--- config.mk ---
export PLATFORM = sky130hd
export DESIGN_NAME = rib_uart
export DESIGN_NICKNAME = d
export VERILOG_FILES = /design/src/rtl/rib_uart_pkg.sv /design/src/rtl/rib_uart_fifo.sv /design/src/rtl/rib_uart.sv
export SDC_FILE = /design/constraint.sdc
export NUM_CORES = 1
export LEC_CHECK = 0
export CAP_MARGIN = 20
export CORE_UTILIZATION = 50
export DETAILED_ROUTE_END_ITERATION = 8
export MAX_ROUTING_LAYER = met4
export PLACE_DENSITY = 0.74
export SYNTH_ARGS = -nofsm -noshare
export SYNTH_HDL_FRONTEND = slang
export SYNTH_SLANG_ARGS = --single-unit
--- constraint.sdc ---
create_clock -name clk -period 3.2 [get_ports clk]
set_input_delay 0.96 -clock clk [delete_from_list [all_inputs] [get_ports clk]]
set_output_delay 0.96 -clock clk [all_outputs]
set_load 0.005 [all_outputs]
--- src/rtl/rib_uart_pkg.sv ---
// rib_uart_pkg: shared constants for the RIB UART.
//   - register word offsets (addr_i[3:2])
//   - CTRL / STATUS bit positions
//   - 2-bit FSM state encoding shared by the TX and RX engines
//   - minimum bit period and the helper that clamps the baud divider
package rib_uart_pkg;

  localparam logic [1:0] ADDR_CTRL   = 2'd0;
  localparam logic [1:0] ADDR_STATUS = 2'd1;
  localparam logic [1:0] ADDR_BAUD   = 2'd2;
  localparam logic [1:0] ADDR_DATA   = 2'd3;

  localparam int CTRL_TX_EN   = 0;
  localparam int CTRL_RX_EN   = 1;
  localparam int CTRL_TXE_IRQ = 2;
  localparam int CTRL_RXV_IRQ = 3;
  localparam int CTRL_LOOP    = 4;

  localparam int ST_TX_FULL   = 0;
  localparam int ST_TX_EMPTY  = 1;
  localparam int ST_RX_VALID  = 2;
  localparam int ST_RX_OVR    = 3;
  localparam int ST_TX_BUSY   = 4;
  localparam int ST_FRAME_ERR = 5;

  localparam logic [15:0] MIN_PERIOD = 16'd4;

  typedef enum logic [1:0] {
    S_IDLE  = 2'd0,
    S_START = 2'd1,
    S_DATA  = 2'd2,
    S_STOP  = 2'd3
  } uart_state_t;

  // Bit period in clock cycles; very small dividers are clamped so the
  // RX mid-bit sample point stays meaningful.
  function automatic logic [15:0] bit_period(input logic [15:0] div);
    return (div < MIN_PERIOD) ? MIN_PERIOD : div;
  endfunction

endpackage

--- src/rtl/rib_uart_fifo.sv ---
// rib_uart_fifo: synchronous first-word-fall-through FIFO.
//   clk, rst      clock, synchronous active-high reset (empties the FIFO)
//   push, din     write strobe / data; a push while full is dropped
//   pop           read strobe; dout always shows the oldest entry
//   full, empty   occupancy flags
// DEPTH must be a power of two, minimum 2.
module rib_uart_fifo #(
  parameter int DEPTH = 8,
  parameter int WIDTH = 8
) (
  input  logic             clk,
  input  logic             rst,
  input  logic             push,
  input  logic [WIDTH-1:0] din,
  input  logic             pop,
  output logic [WIDTH-1:0] dout,
  output logic             full,
  output logic             empty
);

  localparam int AW = $clog2(DEPTH);
  localparam logic [AW:0] FULL_CNT = (AW+1)'(DEPTH);

  logic [WIDTH-1:0] r_mem [DEPTH];
  logic [AW-1:0]    r_wptr;
  logic [AW-1:0]    r_rptr;
  logic [AW:0]      r_count;
  logic             w_do_push;
  logic             w_do_pop;

  assign full      = (r_count == FULL_CNT);
  assign empty     = (r_count == '0);
  assign w_do_push = push & ~full;
  assign w_do_pop  = pop & ~empty;
  assign dout      = r_mem[r_rptr];

  // Storage carries no reset so it can map onto plain RAM.
  always_ff @(posedge clk) begin
    if (w_do_push) r_mem[r_wptr] <= din;
  end

  always_ff @(posedge clk) begin
    if (rst) begin
      r_wptr  <= '0;
      r_rptr  <= '0;
      r_count <= '0;
    end else begin
      if (w_do_push) r_wptr <= r_wptr + 1'b1;
      if (w_do_pop)  r_rptr <= r_rptr + 1'b1;
      case ({w_do_push, w_do_pop})
        2'b10:   r_count <= r_count + 1'b1;
        2'b01:   r_count <= r_count - 1'b1;
        default: r_count <= r_count;
      endcase
    end
  end

endmodule

--- src/rtl/rib_uart.sv ---
// rib_uart: memory-mapped UART slave on the RIB data bus.
//   clk, rst       core clock, synchronous active-high reset
//   req_i, we_i    bus request / write enable
//   addr_i[3:2]    register select (CTRL, STATUS, BAUD, DATA)
//   data_i, data_o write data / combinational read data
//   tx_o, rx_i     serial line (rx_i is asynchronous to clk)
//   irq_o          registered level interrupt
// Optional build macro UART_LOOPBACK_EN adds CTRL[4] (internal TX->RX loop).
module rib_uart
  import rib_uart_pkg::*;
#(
  parameter int          TX_FIFO_DEPTH = 8,
  parameter logic [15:0] BAUD_DIV_RST  = 16'd434
) (
  input  logic        clk,
  input  logic        rst,
  input  logic        req_i,
  input  logic        we_i,
  input  logic [31:0] addr_i,
  input  logic [31:0] data_i,
  output logic [31:0] data_o,
  output logic        tx_o,
  input  logic        rx_i,
  output logic        irq_o
);

  logic [3:0]  r_ctrl;
  logic [15:0] r_baud;
  logic        r_irq;

  // Bus decode
  logic w_wr_ctrl, w_wr_status, w_wr_baud, w_wr_data, w_rd_data;
  assign w_wr_ctrl   = req_i &  we_i & (addr_i[3:2] == ADDR_CTRL);
  assign w_wr_status = req_i &  we_i & (addr_i[3:2] == ADDR_STATUS);
  assign w_wr_baud   = req_i &  we_i & (addr_i[3:2] == ADDR_BAUD);
  assign w_wr_data   = req_i &  we_i & (addr_i[3:2] == ADDR_DATA);
  assign w_rd_data   = req_i & ~we_i & (addr_i[3:2] == ADDR_DATA);

  logic w_unused;
  assign w_unused = ^{addr_i[31:4], addr_i[1:0], data_i[31:16]};

  logic w_loop;
`ifdef UART_LOOPBACK_EN
  logic r_loop;
  always_ff @(posedge clk) begin
    if (rst)            r_loop <= 1'b0;
    else if (w_wr_ctrl) r_loop <= data_i[CTRL_LOOP];
  end
  assign w_loop = r_loop;
`else
  assign w_loop = 1'b0;
`endif

  always_ff @(posedge clk) begin
    if (rst) begin
      r_ctrl <= '0;
      r_baud <= BAUD_DIV_RST;
    end else begin
      if (w_wr_ctrl) r_ctrl <= data_i[3:0];
      if (w_wr_baud) r_baud <= data_i[15:0];
    end
  end

  logic [15:0] w_period;
  assign w_period = bit_period(r_baud);

  // TX FIFO
  logic [7:0] w_fifo_dout;
  logic       w_full, w_empty, w_tx_pop;

  rib_uart_fifo #(.DEPTH(TX_FIFO_DEPTH), .WIDTH(8)) u_tx_fifo (
    .clk   (clk),
    .rst   (rst),
    .push  (w_wr_data),
    .din   (data_i[7:0]),
    .pop   (w_tx_pop),
    .dout  (w_fifo_dout),
    .full  (w_full),
    .empty (w_empty)
  );

  // TX engine
  uart_state_t r_tx_state;
  logic [15:0] r_tx_per, r_tx_cnt;
  logic [2:0]  r_tx_bit;
  logic [7:0]  r_tx_shift;
  logic        r_tx_out;
  logic        w_tx_last, w_tx_busy;

  assign w_tx_busy = (r_tx_state != S_IDLE);
  assign w_tx_pop  = (r_tx_state == S_IDLE) & r_ctrl[CTRL_TX_EN] & ~w_empty;
  assign w_tx_last = (r_tx_cnt == r_tx_per - 16'd1);

  always_ff @(posedge clk) begin
    if (rst) begin
      r_tx_state <= S_IDLE;
      r_tx_per   <= MIN_PERIOD;
      r_tx_cnt   <= '0;
      r_tx_bit   <= '0;
      r_tx_shift <= '0;
      r_tx_out   <= 1'b1;
    end else begin
      case (r_tx_state)
        S_IDLE: begin
          r_tx_out <= 1'b1;
          if (w_tx_pop) begin
            r_tx_state <= S_START;
            r_tx_shift <= w_fifo_dout;
            r_tx_per   <= w_period;   // frame keeps this period even if BAUD changes
            r_tx_cnt   <= '0;
            r_tx_out   <= 1'b0;
          end
        end
        S_START: begin
          if (w_tx_last) begin
            r_tx_cnt   <= '0;
            r_tx_bit   <= '0;
            r_tx_state <= S_DATA;
            r_tx_out   <= r_tx_shift[0];
          end else begin
            r_tx_cnt <= r_tx_cnt + 16'd1;
          end
        end
        S_DATA: begin
          if (w_tx_last) begin
            r_tx_cnt <= '0;
            if (r_tx_bit == 3'd7) begin
              r_tx_state <= S_STOP;
              r_tx_out   <= 1'b1;
            end else begin
              r_tx_bit   <= r_tx_bit + 3'd1;
              r_tx_shift <= {1'b0, r_tx_shift[7:1]};
              r_tx_out   <= r_tx_shift[1];
            end
          end else begin
            r_tx_cnt <= r_tx_cnt + 16'd1;
          end
        end
        default: begin // S_STOP
          if (w_tx_last) begin
            r_tx_cnt   <= '0;
            r_tx_state <= S_IDLE;
          end else begin
            r_tx_cnt <= r_tx_cnt + 16'd1;
          end
        end
      endcase
    end
  end

  assign tx_o = r_tx_out | w_loop;

  // RX engine
  logic        w_rx_src, w_rx_fall;
  logic        r_rx_s1, r_rx_s2, r_rx_prev;
  uart_state_t r_rx_state;
  logic [15:0] r_rx_per, r_rx_cnt;
  logic [2:0]  r_rx_bit;
  logic [7:0]  r_rx_shift, r_rx_byte;
  logic        r_rx_valid, r_rx_ovr, r_frame_err;
  logic        w_rx_last;

  assign w_rx_src  = w_loop ? r_tx_out : rx_i;
  assign w_rx_fall = r_rx_prev & ~r_rx_s2;
  assign w_rx_last = (r_rx_cnt == r_rx_per - 16'd1);

  // Status clears from the bus come first so that same-edge sets from the
  // receiver (written later in this block) take priority.
  always_ff @(posedge clk) begin
    if (rst) begin
      r_rx_s1     <= 1'b1;
      r_rx_s2     <= 1'b1;
      r_rx_prev   <= 1'b1;
      r_rx_state  <= S_IDLE;
      r_rx_per    <= MIN_PERIOD;
      r_rx_cnt    <= '0;
      r_rx_bit    <= '0;
      r_rx_shift  <= '0;
      r_rx_byte   <= '0;
      r_rx_valid  <= 1'b0;
      r_rx_ovr    <= 1'b0;
      r_frame_err <= 1'b0;
    end else begin
      r_rx_s1   <= w_rx_src;
      r_rx_s2   <= r_rx_s1;
      r_rx_prev <= r_rx_s2;
      if (w_rd_data) r_rx_valid <= 1'b0;
      if (w_wr_status & data_i[ST_RX_OVR])    r_rx_ovr    <= 1'b0;
      if (w_wr_status & data_i[ST_FRAME_ERR]) r_frame_err <= 1'b0;
      case (r_rx_state)
        S_IDLE: begin
          if (r_ctrl[CTRL_RX_EN] & w_rx_fall) begin
            r_rx_state <= S_START;
            r_rx_per   <= w_period;
            r_rx_cnt   <= '0;
          end
        end
        S_START: begin
          if (r_rx_cnt == (r_rx_per >> 1)) begin
            r_rx_cnt   <= '0;
            r_rx_bit   <= '0;
            r_rx_state <= r_rx_s2 ? S_IDLE : S_DATA;  // high at mid-start = glitch
          end else begin
            r_rx_cnt <= r_rx_cnt + 16'd1;
          end
        end
        S_DATA: begin
          if (w_rx_last) begin
            r_rx_cnt   <= '0;
            r_rx_shift <= {r_rx_s2, r_rx_shift[7:1]};
            if (r_rx_bit == 3'd7) r_rx_state <= S_STOP;
            else                  r_rx_bit   <= r_rx_bit + 3'd1;
          end else begin
            r_rx_cnt <= r_rx_cnt + 16'd1;
          end
        end
        default: begin // S_STOP
          if (w_rx_last) begin
            r_rx_cnt   <= '0;
            r_rx_state <= S_IDLE;
            if (r_rx_s2) begin
              // A same-edge DATA read frees the holding register.
              if (~r_rx_valid | w_rd_data) begin
                r_rx_byte  <= r_rx_shift;
                r_rx_valid <= 1'b1;
              end else begin
                r_rx_ovr <= 1'b1;
              end
            end else begin
              r_frame_err <= 1'b1;
            end
          end else begin
            r_rx_cnt <= r_rx_cnt + 16'd1;
          end
        end
      endcase
    end
  end

  // Interrupt
  always_ff @(posedge clk) begin
    if (rst) r_irq <= 1'b0;
    else     r_irq <= (r_ctrl[CTRL_TXE_IRQ] & w_empty & ~w_tx_busy) |
                      (r_ctrl[CTRL_RXV_IRQ] & r_rx_valid);
  end
  assign irq_o = r_irq;

  // Register read mux
  always_comb begin
    data_o = '0;
    case (addr_i[3:2])
      ADDR_CTRL:   data_o[4:0]  = {w_loop, r_ctrl};
      ADDR_STATUS: data_o[5:0]  = {r_frame_err, w_tx_busy, r_rx_ovr,
                                   r_rx_valid, w_empty, w_full};
      ADDR_BAUD:   data_o[15:0] = r_baud;
      default:     data_o[7:0]  = r_rx_byte;
    endcase
  end

endmodule

# == Word level (Yosys, flattened, before mapping) ==
# Memory sizes are Yosys's and may differ from the RTL's. A register that Yosys moved wholly into a read port is not among the register bits.
# Cells that the tools add are included.
# totals
register_bits,136
mem_count,1
output_inout_bits,34
mem_bits_rw,64
inputBits,69
# mem_list
name,words,width,read_ports,rd_ports_with_merged_regs,wr,line,text
u_tx_fifo.r_mem,8,8,1,1,1,rib_uart_fifo.sv:24,logic [WIDTH-1:0] r_mem [DEPTH];
# op_classes
muxes,61
n_reduce_logical,24
bitwise_logic,27
eq_ne,25
magnitude_cmp,1
add_sub_neg,10
# op_table
cell,n
16-bit 2-to-1 mux,7
16-bit by 1-bit adder with 16-bit output (second input constant),2
16-bit == test,2
8-bit 2-to-1 mux,4
16-bit case mux with 2 select lines,1
16-bit by 1-bit subtractor with 16-bit output (second input constant),2
3-bit 2-to-1 mux,8
2-bit 2-to-1 mux,11
1-bit 2-to-1 mux,20
1-bit AND,18
2-bit != test (second input constant),9
16-bit by 15-bit == test with 1-bit output,1
16-bit by 3-bit < comparator with 1-bit output (second input constant),1
8-bit case mux with 2 select lines,1
4-bit AND reduction,4
5-bit case mux with 3 select lines,1
3-bit by 1-bit adder with 3-bit output (second input constant),4
2-bit case mux with 3 select lines,2
3-bit case mux with 2 select lines,2
2-bit nonzero test,6
2-bit == test (second input constant),5
5-bit AND reduction,2
2-bit by 1-bit == test with 1-bit output (second input constant),4
4-bit case mux with 2 select lines,1
16 further kinds,30

# == Longest topological paths before layout ==
# Gate-level depths: netlist (run 1).
# depth
word_depth,8
depth_mapped,13
mapped_depth_nobuf,11

# == Modules after synthesis ==
# Synthesis (run 1) repeated with hierarchy kept, for this count alone.
# hier_totals
hier_cells,1003
area_unflattened_um2,10108.4
# by_module_without_submodules
mod,area_each_um2,n_inst,cells_per_inst,seq_area_each_um2
rib_uart,6996.7,1,835,2522.4
rib_uart_fifo,3111.7,1,168,2182.1

# == Least setup slack after synthesis (run 1) ==
# No wires, ideal clock.
# synth_path
kind,register to register
startpoint,reg r_tx_per[0]
endpoint,reg r_tx_shift[0]
setup_slack_ns,0.206
t_arrival_ns,2.873
t_required_ns,3.079
synth_period_minus_slack_ns,2.994
path_stages_with_launch,9
path_buffers,0
setup_time_ns,0.121
path_cell_list,dfxtp_1 -> inv_1 -> ha_1 -> nor3b_1 -> a21boi_0 -> o311ai_1 -> nor4_1 -> a31oi_2 -> mux2_2
# synth_between
elab_chain_cells,4
# synth_lines
item,line,text
"start, declared",rib_uart.sv:84,"logic [15:0] r_tx_per, r_tx_cnt;"
"start signal, assigned",rib_uart.sv:109,r_tx_per <= w_period;
16-bit by 1-bit subtractor with 16-bit output,rib_uart.sv:92,assign w_tx_last = (r_tx_cnt == r_tx_per - 16'd1);
16-bit == test,rib_uart.sv:92,
2-bit != test (no source line),n/a,
4-bit AND reduction (no source line),n/a,
"end signal, assigned",rib_uart.sv:108,r_tx_shift <= w_fifo_dout;
"end signal, assigned",rib_uart.sv:132,"r_tx_shift <= {1'b0, r_tx_shift[7:1]};"
"end, declared",rib_uart.sv:86,logic [7:0] r_tx_shift;
# Every way passes these cells.
# A chain may end at the register's enable or synchronous reset.

# == Worst setup path in the final report (run 1) ==
# layout_path
startpoint,in addr_i[2]
endpoint,out data_o[8]
# layout_between
elab_chain_cells,2
# layout_lines
item,line,text
"start, declared",rib_uart.sv:19,"input logic [31:0] addr_i,"
2-bit == test,rib_uart.sv:251,case (addr_i[3:2])
8-bit 2-to-1 mux,rib_uart.sv:251,
"end, declared",rib_uart.sv:21,"output logic [31:0] data_o,"
# Every way passes these cells.

==> metrics, run 1 <==
outcome finished, final reports clean; leakage power 4.67 nW; std cell rows slightly above 50; Post-synth EDFFs 64; fin. max-slew vios 0; Synth Instances roughly 1000; total track usage a little under a quarter; Rel. slew slack about half; CP delay by family, top buffers and inverters; Worst Tran Pin Value ~730 ps; total gr overflow 0; Final Hold Viols 0; part of the cycle the worst path needs 98.1%; Comb pwr share about a tenth; die area around 21000 um2; Yosys Warn Count 0; clk sink count about 200; vias post-DR a little under 8000; final wirelength roughly 23000 um; Skew-Pair Late Insertion Delay between 500 and 600 ps; Seq/Total Area, Yosys 46.0%; H-tree levels 1; Worst EP arrival ~2200 ps; most frequent CP cell buf_6; Clock transition at path regs around 60 ps; CP Capture Type primary output; Tmin final around 3100 ps; Worst R2R Start r_tx_per[9]; DRC 0; switching portion of total power 24.7%; Net Switching roughly 1.4 mW; Die Y between 100 and 150 um; Max stage delay on crit path a little under 500 ps; hold_ws approximately 410 ps; Max Clk Rate roughly 0.32 GHz; hold crit path type reg2reg; Setup-failing EPs final 0; ys async rst share 0%; cell area after synthesis 10200 um2; Flop pwr share a little under half; CTS tree done; Top FF cell, synth dfxtp_1; IO Count approximately 100; Hold Startpoint r_rx_s1; Via density 5.65; starting density of the core 51.8%; Int Power 4.38 mW; critical-path cell list dlygate4sd2_1 -> buf_6 -> nor2b_4 -> buf_6 -> and2_1 -> clkdlybuf4s50_1; synth unique cells slightly below 80; Net count, final between 1000 and 1500; CTS buffer count 22; CP startpoint addr_i[2]; skew final around 17 ps; Routability Congestion 0.883; worst ir drop on vdd between 0.3 and 0.4 mV; Hold Path Stages 1; number of global-route vias before repair roughly 7600; initial antenna violation count 0; layout cells sized above 1 14.5%; routed len/inst approximately 17 um; DPL Wire Length 15900 um; Worst Path Buf+Inv 4; DRT Pass-1 Iters 5; reg2reg setup slack ~90 ps; pin count of the biggest net entering global routing 121; critical path required time 2240 ps; crit path launch type primary input; n_diodes 0; Die Width around 140 um; fin util approximately three fifths; Avg Inst Size Synth 9.77 um2; max_cap viols 0; Reg2Reg Depth 8; root buffer cell clkbuf_16; Area growth, synth to finish 16.3%; Max clock buf depth 3; Crit-path slowest cell clkdlybuf4s50_1; antenna viol nets, final 0; CP max FO 8; RSZ-0062 raised after global routing no; Power Dens Cells slightly below 500 nW/um2; WS Path Type in2out; DR iter-0 viols roughly 600; Synth Register Bits just over 200; global-route wire length before repair 38300 um; Worst path depth 6; PortBufs 40; area of the core between 15000 and 20000 um2; Clock power frac 41.8%
==> power by group through the flow <==
stage	Sequential (mW)	Clock, mW	Combinational, mW
detailed placement	2.82	0	0.605
global route	2.77	2.56	0.679
finish	2.77	2.43	0.622
global placement	2.82	0	0.597
floorplan	2.80	0	0.413
CTS	2.77	2.46	0.615
==> path summary, 6_finish.rpt <==
path	end
max	data_o[8]
min	r_rx_s2
max reg2reg	r_tx_cnt[13]
min reg2reg	r_rx_s2
==> layout make-up <==
cell class | count | area (um2)
fill | 1625 | 7830
multi-input combinational | 758 | 5140
sequential | 203 | 4700
timing repair buffer | 106 | 937
clock buffer | 29 | 597
tap | 265 | 332
clock inverter | 11 | 97.6
inverter | 20 | 75.1
==> placed cells by master (no fill, tap or decap), types with 13 or more instances in the layout <==
cell type,Yosys,routed
nand2_1,155,155
dfxtp_1,139,139
nor2_1,77,77
a21oi_1,67,67
edfxtp_1,64,64
buf_4,16,61
xor2_1,41,41
mux2i_1,35,35
xnor2_1,33,33
clkbuf_16,0,22
clkdlybuf4s50_1,0,22
nor3_1,21,21
nand3_1,20,20
mux4_2,20,20
inv_1,19,19
nor4_1,19,19
ha_1,17,17
nand4_1,16,16
conb_1,1,16
nor2b_1,16,15
and2_1,14,14
o31ai_1,14,14
a211oi_1,14,14
and3_1,13,13
==> synth_stat cells, types with 14 or more instances <==
| library cell | n | share of area, % |
|---|---|---|
| xor2_1 | 41 | 3.5 |
| a21oi_1 | 67 | 3.3 |
| inv_1 | 19 | 0.70 |
| mux2i_1 | 35 | 3.4 |
| nand4_1 | 16 | 0.98 |
| dfxtp_1 | 139 | 27 |
| mux4_2 | 20 | 4.4 |
| nor2b_1 | 16 | 0.98 |
| o31ai_1 | 14 | 1.0 |
| nand2_1 | 155 | 5.7 |
| nand3_1 | 20 | 0.98 |
| ha_1 | 17 | 2.1 |
| nor4_1 | 19 | 1.2 |
| and2_1 | 14 | 0.86 |
| buf_4 | 16 | 1.2 |
| clkbuf_1 | 48 | 1.8 |
| nor3_1 | 21 | 1.0 |
| edfxtp_1 | 64 | 19 |
| a211oi_1 | 14 | 1.0 |
| nor2_1 | 77 | 2.8 |
| xnor2_1 | 33 | 2.8 |
==> state kept, by name, summed over array words and instances, names as in the netlist, 2 cells and up, named ones only <==
| register | flops |
|---|---|
| u_tx_fifo.r_mem | 64 |
| u_tx_fifo.r_rptr | 3 |
| r_tx_state | 2 |
| r_ctrl | 4 |
| u_tx_fifo.r_count | 4 |
| r_rx_cnt | 16 |
| r_rx_state | 2 |
| r_baud | 16 |
| r_tx_shift | 8 |
| r_tx_bit | 3 |
| r_rx_per | 16 |
| r_tx_cnt | 16 |
| r_rx_byte | 8 |
| r_rx_bit | 3 |
| u_tx_fifo.r_wptr | 3 |
| r_tx_per | 16 |
| r_rx_shift | 8 |
==> through the flow <==
step / instance area [um2] / setup TNS (ps) / instances / power, mW / setup WS (ps)
finish: 11900 / 0 / 1392 / 5.82 / 60.3
global route: 11900 / 0 / 1392 / 6.02 / 10.5
CTS: 11800 / 0 / 1392 / 5.84 / 20.9
detailed placement: 11100 / -4960 / 1345 / 3.43 / -332
global placement: 11100 / -4580 / 1345 / 3.42 / -312
floorplan: 10300 / 0 / 1061 / 3.21 / 206
==> per-layer routing <==
metal | vias to the layer above | global-route usage (%) | part of all wire (%)
li1 | 3857 | - | -
met1 | 3749 | 31.4 | 47
met2 | 216 | 35.1 | 45
met3 | 39 | 2.77 | 5.6
met4 | 0 | 7.02 | 2.0
met5 | - | - | 0
==> timing repair <==
| item | CTS | global route |
|---|---|---|
| setup endpoints to repair | 16 | 18 |
| hold buffers | 0 | 0 |
| setup buffers | 7 | 0 |
| gates resized for setup | 27 | 11 |
==> cell families (layout without fill, tap and decap cells) <==
family          count (synthesis)  in the layout  synth area share, %
simple gates                  414            414                 20.1
other cells                     1             16               0.0367
xor+xnor                       74             74                 6.34
compound gates                170            170                 11.7
mux                            66             66                 9.08
fa+ha+maj                      18             18                 2.28
flops                         203            203                 46.0
buf+inv                       100            166                 4.41
Power figures use the tool's default switching activity.
==> run 2, diff against run 1 <==
--- a/config.mk
+++ b/config.mk
@@ -7,6 +7,7 @@
 export LEC_CHECK = 0
 export CAP_MARGIN = 20
 export CORE_UTILIZATION = 50
+export CTS_CLUSTER_SIZE = 20
 export DETAILED_ROUTE_END_ITERATION = 8
 export MAX_ROUTING_LAYER = met4
 export PLACE_DENSITY = 0.74
==> run 2 against run 1 <==
Effect of this change: largest power group unchanged; via count grew 0.36%; combinational power about the same; non-clock buffer count unchanged; critical endpoint unchanged; critical path depth stayed put.
==> metrics, run 2 (same netlist as run 1, synthesis figures left out) <==
outcome finished, final reports clean; initial antenna violation count 0; Final Hold Viols 0; Routability Congestion slightly below 0.9; Worst Tran Pin Value 760 ps; fin. max-slew vios 0; number of global-route vias before repair 7500; DRC 0; layout cells sized above 1 14.6%; DRT Pass-1 Iters 5; n_diodes 0; hold_ws around 410 ps; Clock transition at path regs around 60 ps; critical path required time between 2000 and 2500 ps; worst ir drop on vdd approximately 0.37 mV; H-tree levels 1; Max Clk Rate 0.318 GHz; max_cap viols 0; die area 21000 um2; starting density of the core between 50% and 60%; DPL Wire Length between 15000 and 20000 um; commonest cells after routing, fill and taps aside 155 x nand2_1, 139 x dfxtp_1, 77 x nor2_1, 67 x a21oi_1, 64 x edfxtp_1; crit path launch type primary input; Net count, final 1198; part of the cycle the worst path needs about 98%; Setup-failing EPs final 0; CP max FO 8; Die Width between 100 and 150 um; total gr overflow 0; Skew-Pair Late Insertion Delay about 500 ps; area of the core just under 20000 um2; Tmin final between 3000 and 4000 ps; IO Count slightly above 100; fin util roughly three fifths; RSZ-0062 raised after global routing no; leakage power between 4 and 5 nW; vias post-DR a little under 8000; WS Path Type in2out; CP Capture Type primary output; Reg with most FFs u_tx_fifo.r_mem; CTS tree done; global-route wire length before repair approximately 38000 um; std cell rows between 50 and 60; root buffer cell clkbuf_16; clk sink count 203; Fill cells about 1600; skew final 19.2 ps; Power Dens Cells between 400 and 500 nW/um2; routed len/inst about 17 um; CTS buffer count 22; Max clock buf depth 3; leading cell type in the layout, fill and taps excluded nand2_1; Cell Area, Placed approximately 11000 um2; total power about 5.8 mW; hold crit path type reg2reg; Die Y ~140 um; design area about 12000 um2; DR iter-0 viols about 600; Area growth, synth to finish 16.4%; pin count of the biggest net entering global routing about 120; antenna viol nets, final 0; Largest register FFs 64; Via density 5.67; total track usage between 20% and 30%; Setup TNS 0 ps; final wirelength ~23000 um; CTS Hold Buffers Added 0; Rel. slew slack 49.3%; PortBufs 40; Worst EP arrival between 2000 and 2500 ps
[run 2: cell types whose count changed in the layout (fill, tap and decap cells not counted)]
cell      delta
clkbuf_8     +1
clkinv_1     -1
[run 2: worst max-delay path, stage by stage]
cell and delay (ps):
dlygate4sd2_1 240, buf_6 130, nor2b_4 120, buf_6 120
and2_1 120, clkdlybuf4s50_1 490
[run 2: path summary, 6_finish.rpt]
| kind | depth (start not counted) | slack [ps] | from | to |
|---|---|---|---|---|
| worst min register to register | 1 | 410 | r_rx_s1 | r_rx_s2 |
| worst max-delay path | 6 | 60 | addr_i[2] | data_o[8] |
| worst max register to register | 8 | 110 | r_tx_per[9] | r_tx_cnt[13] |
| worst min-delay path | 1 | 410 | r_rx_s1 | r_rx_s2 |
[run 2: metrics by stage]
stage | std cells | worst slack, ps
after floorplan | 1061 | 206
after global placement | 1345 | -312
after detailed placement | 1345 | -332
after CTS | 1392 | 20.9
after global routing | 1392 | 9.73
final | 1392 | 59.9
[run 2: layout make-up]
cell class	instances	area (um2)	area share [%]
Timing Repair Buffer	106	937	7.88
Tap cell	265	332	2.79
Clock inverter	10	93.8	0.789
Sequential cell	203	4700	39.5
Clock buffer	30	611	5.13
Multi-Input combinational cell	758	5140	43.2
Inverter	20	75.1	0.631
[run 2: metal layers]
layer	vias up	GRT usage, %	share of wire [%]
li1	3862	-	-
met1	3766	31.6	46
met2	229	35.1	46
met3	32	2.67	6.1
met4	0	6.22	1.8
met5	-	-	0
[run 2: what timing repair did]
action | 4_1_cts | 5_1_grt
gates cloned | 0 | 0
setup endpoints to repair | 16 | 18
buffers inserted | 7 | 0
resized for setup | 27 | 11
[run 2: where the power goes]
part           internal [mW]  leakage [nW]  switching [mW]
Combinational          0.269          2.64           0.352
Clock                   1.43         0.341            1.03
Sequential              2.71          1.70          0.0572
Total                   4.40          4.68            1.43
